==> src/rtl/bus_pkg.sv <==
// Shared types and constants for the single-master bus.
// Holds the FSM state encoding and the bus width.
package bus_pkg;

    localparam int BUS_W = 16;
    localparam logic [BUS_W-1:0] IDLE_ADDR_DEF = 16'hFFFF;

    typedef enum logic [2:0] {
        ST_IDLE,
        ST_WAIT,
        ST_STROBE,
        ST_CAPTURE,
        ST_RESP
    } state_t;

    // States in which the latched request is presented on the bus.
    function automatic logic bus_active(state_t s);
        return (s == ST_WAIT) || (s == ST_STROBE) || (s == ST_CAPTURE);
    endfunction

endpackage

==> src/rtl/bus_master_if.sv <==
// Host request/response handshake and slave-side bus signals.
// The master modport faces the host and the slaves.
interface bus_master_if;
    import bus_pkg::*;

    logic             req_valid;
    logic             req_ready;
    logic             req_rw;
    logic [BUS_W-1:0] req_addr;
    logic [BUS_W-1:0] req_wdata;
    logic             resp_valid;
    logic [BUS_W-1:0] resp_rdata;
    logic             resp_err;
    logic [BUS_W-1:0] addr_bus;
    logic [BUS_W-1:0] data_bus;
    logic             rw;
    logic             data_strobe;
    logic             address_valid;
    logic [BUS_W-1:0] data_bus_i;

    modport master (
        input  req_valid,
        input  req_rw,
        input  req_addr,
        input  req_wdata,
        input  address_valid,
        input  data_bus_i,
        output req_ready,
        output resp_valid,
        output resp_rdata,
        output resp_err,
        output addr_bus,
        output data_bus,
        output rw,
        output data_strobe
    );

    modport slave (
        output req_valid,
        output req_rw,
        output req_addr,
        output req_wdata,
        output address_valid,
        output data_bus_i,
        input  req_ready,
        input  resp_valid,
        input  resp_rdata,
        input  resp_err,
        input  addr_bus,
        input  data_bus,
        input  rw,
        input  data_strobe
    );

endinterface

==> src/rtl/bus_master.sv <==
// Single-request bus master: decode wait with timeout, write strobe,
// read capture, and a one-cycle response pulse back to the host.
module bus_master
    import bus_pkg::*;
#(
    parameter int               TIMEOUT_CYCLES = 8,
    parameter logic [BUS_W-1:0] IDLE_ADDR      = IDLE_ADDR_DEF
) (
    input logic         clk,
    input logic         rst,
    bus_master_if.master bus
);

    localparam int CNT_W = $clog2(TIMEOUT_CYCLES) + 1;
    localparam logic [CNT_W-1:0] CNT_LAST = CNT_W'(TIMEOUT_CYCLES - 1);

    state_t           state_q, state_d;
    logic [CNT_W-1:0] cnt_q, cnt_d;
    logic [BUS_W-1:0] addr_q, addr_d;
    logic [BUS_W-1:0] wdata_q, wdata_d;
    logic             rw_q, rw_d;
    logic [BUS_W-1:0] rdata_q, rdata_d;
    logic             err_q, err_d;
    logic             active;

    always_ff @(posedge clk) begin
        if (rst) begin
            state_q <= ST_IDLE;
            cnt_q   <= '0;
            addr_q  <= IDLE_ADDR;
            wdata_q <= '0;
            rw_q    <= 1'b0;
            rdata_q <= '0;
            err_q   <= 1'b0;
        end else begin
            state_q <= state_d;
            cnt_q   <= cnt_d;
            addr_q  <= addr_d;
            wdata_q <= wdata_d;
            rw_q    <= rw_d;
            rdata_q <= rdata_d;
            err_q   <= err_d;
        end
    end

    always_comb begin
        state_d = state_q;
        cnt_d   = cnt_q;
        addr_d  = addr_q;
        wdata_d = wdata_q;
        rw_d    = rw_q;
        rdata_d = rdata_q;
        err_d   = err_q;
        unique case (state_q)
            ST_IDLE: begin
                if (bus.req_valid) begin
                    state_d = ST_WAIT;
                    addr_d  = bus.req_addr;
                    wdata_d = bus.req_wdata;
                    rw_d    = bus.req_rw;
                    cnt_d   = '0;
                end
            end
            ST_WAIT: begin
                if (bus.address_valid) begin
                    state_d = rw_q ? ST_STROBE : ST_CAPTURE;
                end else if (cnt_q >= CNT_LAST) begin
                    // Nobody decoded the address: fail without strobing.
                    state_d = ST_RESP;
                    rdata_d = '0;
                    err_d   = 1'b1;
                end else begin
                    cnt_d = cnt_q + 1'b1;
                end
            end
            ST_STROBE: begin
                state_d = ST_RESP;
                rdata_d = '0;
                err_d   = 1'b0;
            end
            ST_CAPTURE: begin
                state_d = ST_RESP;
                rdata_d = bus.data_bus_i;
                err_d   = 1'b0;
            end
            ST_RESP: begin
                state_d = ST_IDLE;
            end
            default: begin
                state_d = ST_IDLE;
            end
        endcase
    end

    assign active = bus_active(state_q);

    assign bus.req_ready   = (state_q == ST_IDLE);
    assign bus.resp_valid  = (state_q == ST_RESP);
    assign bus.data_strobe = (state_q == ST_STROBE);
    assign bus.resp_rdata  = rdata_q;
    assign bus.resp_err    = err_q;

    // Park the bus between transactions so stale decodes cannot carry over.
    assign bus.addr_bus = active ? addr_q  : IDLE_ADDR;
    assign bus.data_bus = active ? wdata_q : '0;
    assign bus.rw       = active & rw_q;

endmodule

==> src/flat_wrapper.sv <==
// flat-port wrapper written by rule: the top's interface ports become plain ports
module bus_master_flat import bus_pkg::*;
#(
    parameter int               TIMEOUT_CYCLES = 8,
    parameter logic [BUS_W-1:0] IDLE_ADDR      = IDLE_ADDR_DEF
)
  (clk, rst, bus_req_valid, bus_req_rw, bus_req_addr, bus_req_wdata, bus_address_valid, bus_data_bus_i, bus_req_ready, bus_resp_valid, bus_resp_rdata, bus_resp_err, bus_addr_bus, bus_data_bus, bus_rw, bus_data_strobe);
  bus_master_if bus_i ();
  input logic clk;
  input logic rst;
  input wire logic [$bits(bus_i.req_valid)-1:0] bus_req_valid;
  input wire logic [$bits(bus_i.req_rw)-1:0] bus_req_rw;
  input wire logic [$bits(bus_i.req_addr)-1:0] bus_req_addr;
  input wire logic [$bits(bus_i.req_wdata)-1:0] bus_req_wdata;
  input wire logic [$bits(bus_i.address_valid)-1:0] bus_address_valid;
  input wire logic [$bits(bus_i.data_bus_i)-1:0] bus_data_bus_i;
  output wire logic [$bits(bus_i.req_ready)-1:0] bus_req_ready;
  output wire logic [$bits(bus_i.resp_valid)-1:0] bus_resp_valid;
  output wire logic [$bits(bus_i.resp_rdata)-1:0] bus_resp_rdata;
  output wire logic [$bits(bus_i.resp_err)-1:0] bus_resp_err;
  output wire logic [$bits(bus_i.addr_bus)-1:0] bus_addr_bus;
  output wire logic [$bits(bus_i.data_bus)-1:0] bus_data_bus;
  output wire logic [$bits(bus_i.rw)-1:0] bus_rw;
  output wire logic [$bits(bus_i.data_strobe)-1:0] bus_data_strobe;
  assign bus_i.req_valid = bus_req_valid;
  assign bus_i.req_rw = bus_req_rw;
  assign bus_i.req_addr = bus_req_addr;
  assign bus_i.req_wdata = bus_req_wdata;
  assign bus_i.address_valid = bus_address_valid;
  assign bus_i.data_bus_i = bus_data_bus_i;
  assign bus_req_ready = bus_i.req_ready;
  assign bus_resp_valid = bus_i.resp_valid;
  assign bus_resp_rdata = bus_i.resp_rdata;
  assign bus_resp_err = bus_i.resp_err;
  assign bus_addr_bus = bus_i.addr_bus;
  assign bus_data_bus = bus_i.data_bus;
  assign bus_rw = bus_i.rw;
  assign bus_data_strobe = bus_i.data_strobe;
  bus_master #(.TIMEOUT_CYCLES(TIMEOUT_CYCLES), .IDLE_ADDR(IDLE_ADDR)) u_core (.clk(clk), .rst(rst), .bus(bus_i));
endmodule
==> config.mk <==
export PLATFORM = sky130hd
export DESIGN_NAME = bus_master_flat
export DESIGN_NICKNAME = d
export VERILOG_FILES = /design/src/rtl/bus_pkg.sv /design/src/rtl/bus_master_if.sv /design/src/rtl/bus_master.sv /design/src/flat_wrapper.sv
export SDC_FILE = /design/constraint.sdc
export NUM_CORES = 1
export LEC_CHECK = 0
export ABC_AREA = 0
export CORE_UTILIZATION = 35
export CTS_CLUSTER_SIZE = 24
export DETAILED_ROUTE_END_ITERATION = 16
export PLACE_DENSITY = 0.77
export SYNTH_ARGS = -nofsm -noshare
export SYNTH_HDL_FRONTEND = slang
export SYNTH_SLANG_ARGS = --single-unit
==> constraint.sdc <==
create_clock -name clk -period 1.95 [get_ports clk]
set_clock_uncertainty 0.15 [all_clocks]
set_input_delay 0.39 -clock clk [delete_from_list [all_inputs] [get_ports clk]]
set_output_delay 0.39 -clock clk [all_outputs]
set_load 0.03 [all_outputs]
==> flow_summary.toml <==
[status]
status = "complete, but fails checks"
violations = "setup timing"

[global_route]
antenna_found_initial = 0
grtUsageTotal_pct = 18.8
grt_pass1_wl_um = 11600
grtUsageMet2_pct = 31.9
grt_max_degree = 35
grt.met3_usage_pct = 2.95
first_global_vias = 2503
grt.overflow.total = 0
grt_util_met1_pct = 23.5
busiest_layer = "met2"

[routing]
dr_total_vias = 2686
route.detailed.drc = 0
ant_nets = 0
wl_per_cell_um = 14.4
drtIter0Drc = 129
wl_um = 7860
firstDrtPassIters = 4
vias_per_cell = 4.94

[yosys]
synthesis.area_um2 = 2680
synth_cell_type_count = 34
synth_area_leaders = "dfxtp_1 43%, nand2_1 12%, a2bb2oi_1 5.2%"
synth_cells = 321
syn_nets = 375
yosysTopAreaCellShare_pct = 42.7
synth.largest_area_cell = "dfxtp_1"
ys_ff_latch = 57
syn_avg_cell_area_um2 = 8.33
ys_warn_count = 0
ys_seq_area_share_pct = 42.7

[clock_tree]
cts_tree = "built"
clk_latency_ns = 0.33
clk_pin_slew_worst_paths_ns = 0.07
cts_made_buffers = 9
clockRootBuffer = "clkbuf_8"
hold_buffers = 0
clock_sinks = 57
cts_buffer_depth = 2
htreeDepth = 3

[placement]
hpwl_um = 4930
io_buffer_count = 105
pre_cts_slack_ns = -0.435
place_congestion = 0.796

[power_and_ir_drop]
p_leak_nw = 1.81
power_mw = 3.09
power.density_nw_per_um2 = 706
vdd_drop_max_mv = 0.349

[timing]
setup_violations = 25
hold_viol_final = 0
rsz0062_at_grt = "true"
timing.final.crit_share_pct = 103
drv_slew = 0
holdWs_ns = 0.308
fmax_mhz = 497
period_needed_ns = 2.01
tightest_slew_ns = 0.531
fin_ws_ns = -0.0616
relSlewSlack_pct = 64.6

[die]
core_area_um2 = 7330
initial_core_util_pct = 36.5
die_h_um = 89.4
io_pins = 106
die_x_um = 89.4
die_area_um2 = 8000
rows = 31

[critical_path]
cp-start-kind = "flop"
cp-end-kind = "output port"
r2r_cells = 6
crit_required_ns = 1.41
r2r-start = "u_core.state_q[2]"
worstPathMaxFanout = 8
startpoint = "u_core.state_q[2]"
crit_type = "reg -> out"
critPathArrivalTime_ns = 1.47

[min_path]
hp-class = "reg -> reg"
hold_path_startpoint = "u_core.wdata_q[2]"
holdPathStages = 2

[layout]
multi_input_area_um2 = 1520
area_growth_pct = 63.8
layout.cells.most_common = "nand2_1"
final_cell_mix = "84 x nand2_1, 65 x clkdlybuf4s50_1, 54 x dfxtp_1"
antenna_cells = 0
utilization_pct = 59.8
seqCellArea_um2 = 1150
fillCellCount = 638
nNetsFinal = 494
layout-drive-gt1-share_pct = 32.1

[job]
cap_violations = 0
state kept, by name, summed over array words and instances, names as in the netlist:
| register | count |
|---|---|
| u_core.addr_q | 16 |
| u_core.bus.resp_err | 1 |
| u_core.bus.resp_rdata | 16 |
| u_core.cnt_q | 4 |
| u_core.rw_q | 1 |
| u_core.state_q | 3 |
| u_core.wdata_q | 16 |
worst paths after layout:
check | to | slack [ns]
hold / removal | u_core.wdata_q[2] | 0.31
hold reg to reg | u_core.wdata_q[2] | 0.31
setup reg to reg | u_core.addr_q[7] | 0.10
setup / recovery | bus_data_bus[12] | -0.06
power breakdown:
group          switching, mW  total (mW)  internal, mW
clock                  0.465        1.22         0.752
combinational          0.293       0.611         0.318
sequential            0.0374        1.27          1.23
per-stage QoR:
step,instance area (um^2),TNS (ns),cells
floorplan,2690,0,321
CTS,4170,-1.00,538
global placement,3770,-10.22,514
detailed placement,3770,-13.69,514
global route,4380,-2.85,544
finish,4380,-0.980,544
repair_timing:
item,CTS,global route
pin swaps,24,6
setup endpoints to repair,34,69
cloned,2,2
buffers inserted,7,4
gates resized for setup,141,51
hold endpoints to repair,0,0
logic make-up after synthesis:
| family | Yosys count | share of synthesized area (%) |
|---|---|---|
| AND/OR/NAND/NOR | 173 | 35.5 |
| AO/OA/AOI/OAI | 59 | 13.9 |
| flip-flops | 57 | 42.7 |
| buffers and inverters | 30 | 7.02 |
| multiplexers | 1 | 0.421 |
| adder cells (fa/ha/maj) | 1 | 0.468 |
synth_stat cells (all sizes together):
| master | count |
|---|---|
| o21ai | 17 |
| nand2b | 1 |
| nor2b | 2 |
| nand3b | 16 |
| nor3 | 4 |
| dfxtp | 57 |
| a32o | 1 |
| a2bb2oi | 16 |
| or3b | 16 |
| o21a | 1 |
| nand2 | 84 |
| or3 | 16 |
| a211oi | 1 |
| nor2 | 6 |
| a21oi | 20 |
| a31oi | 1 |
| mux2 | 1 |
| a22o | 1 |
| clkbuf | 16 |
| or4b | 1 |
| nor3b | 4 |
| nor4bb | 1 |
| and3 | 3 |
| a21boi | 1 |
| and2 | 17 |
| ha | 1 |
| nand3 | 1 |
| inv | 1 |
| nor4b | 1 |
| buf | 13 |
routing by layer:
metal  up-vias  wire [um]
met3         6        280
met5         -          0
li1       1339          -
met4         0         87
met2        62       4140
met1      1279       3350
worst max-delay path: stages (launching register included):
cell,delay (ns)
dfxtp_2,0.33
buf_6,0.13
buf_6,0.11
nor2_4,0.14
buf_6,0.16
and2_4,0.14
buf_6,0.12
final cells by class:
class,instances,area share [%]
clock buffers,11,3.23
clock inverters,5,1.80
inverters,1,0.0857
multi-input cells,235,34.6
flip-flops and latches,57,26.2
well taps,99,2.83
repair buffers,136,31.3
Note: power is estimated with default switching activity, not from simulation.
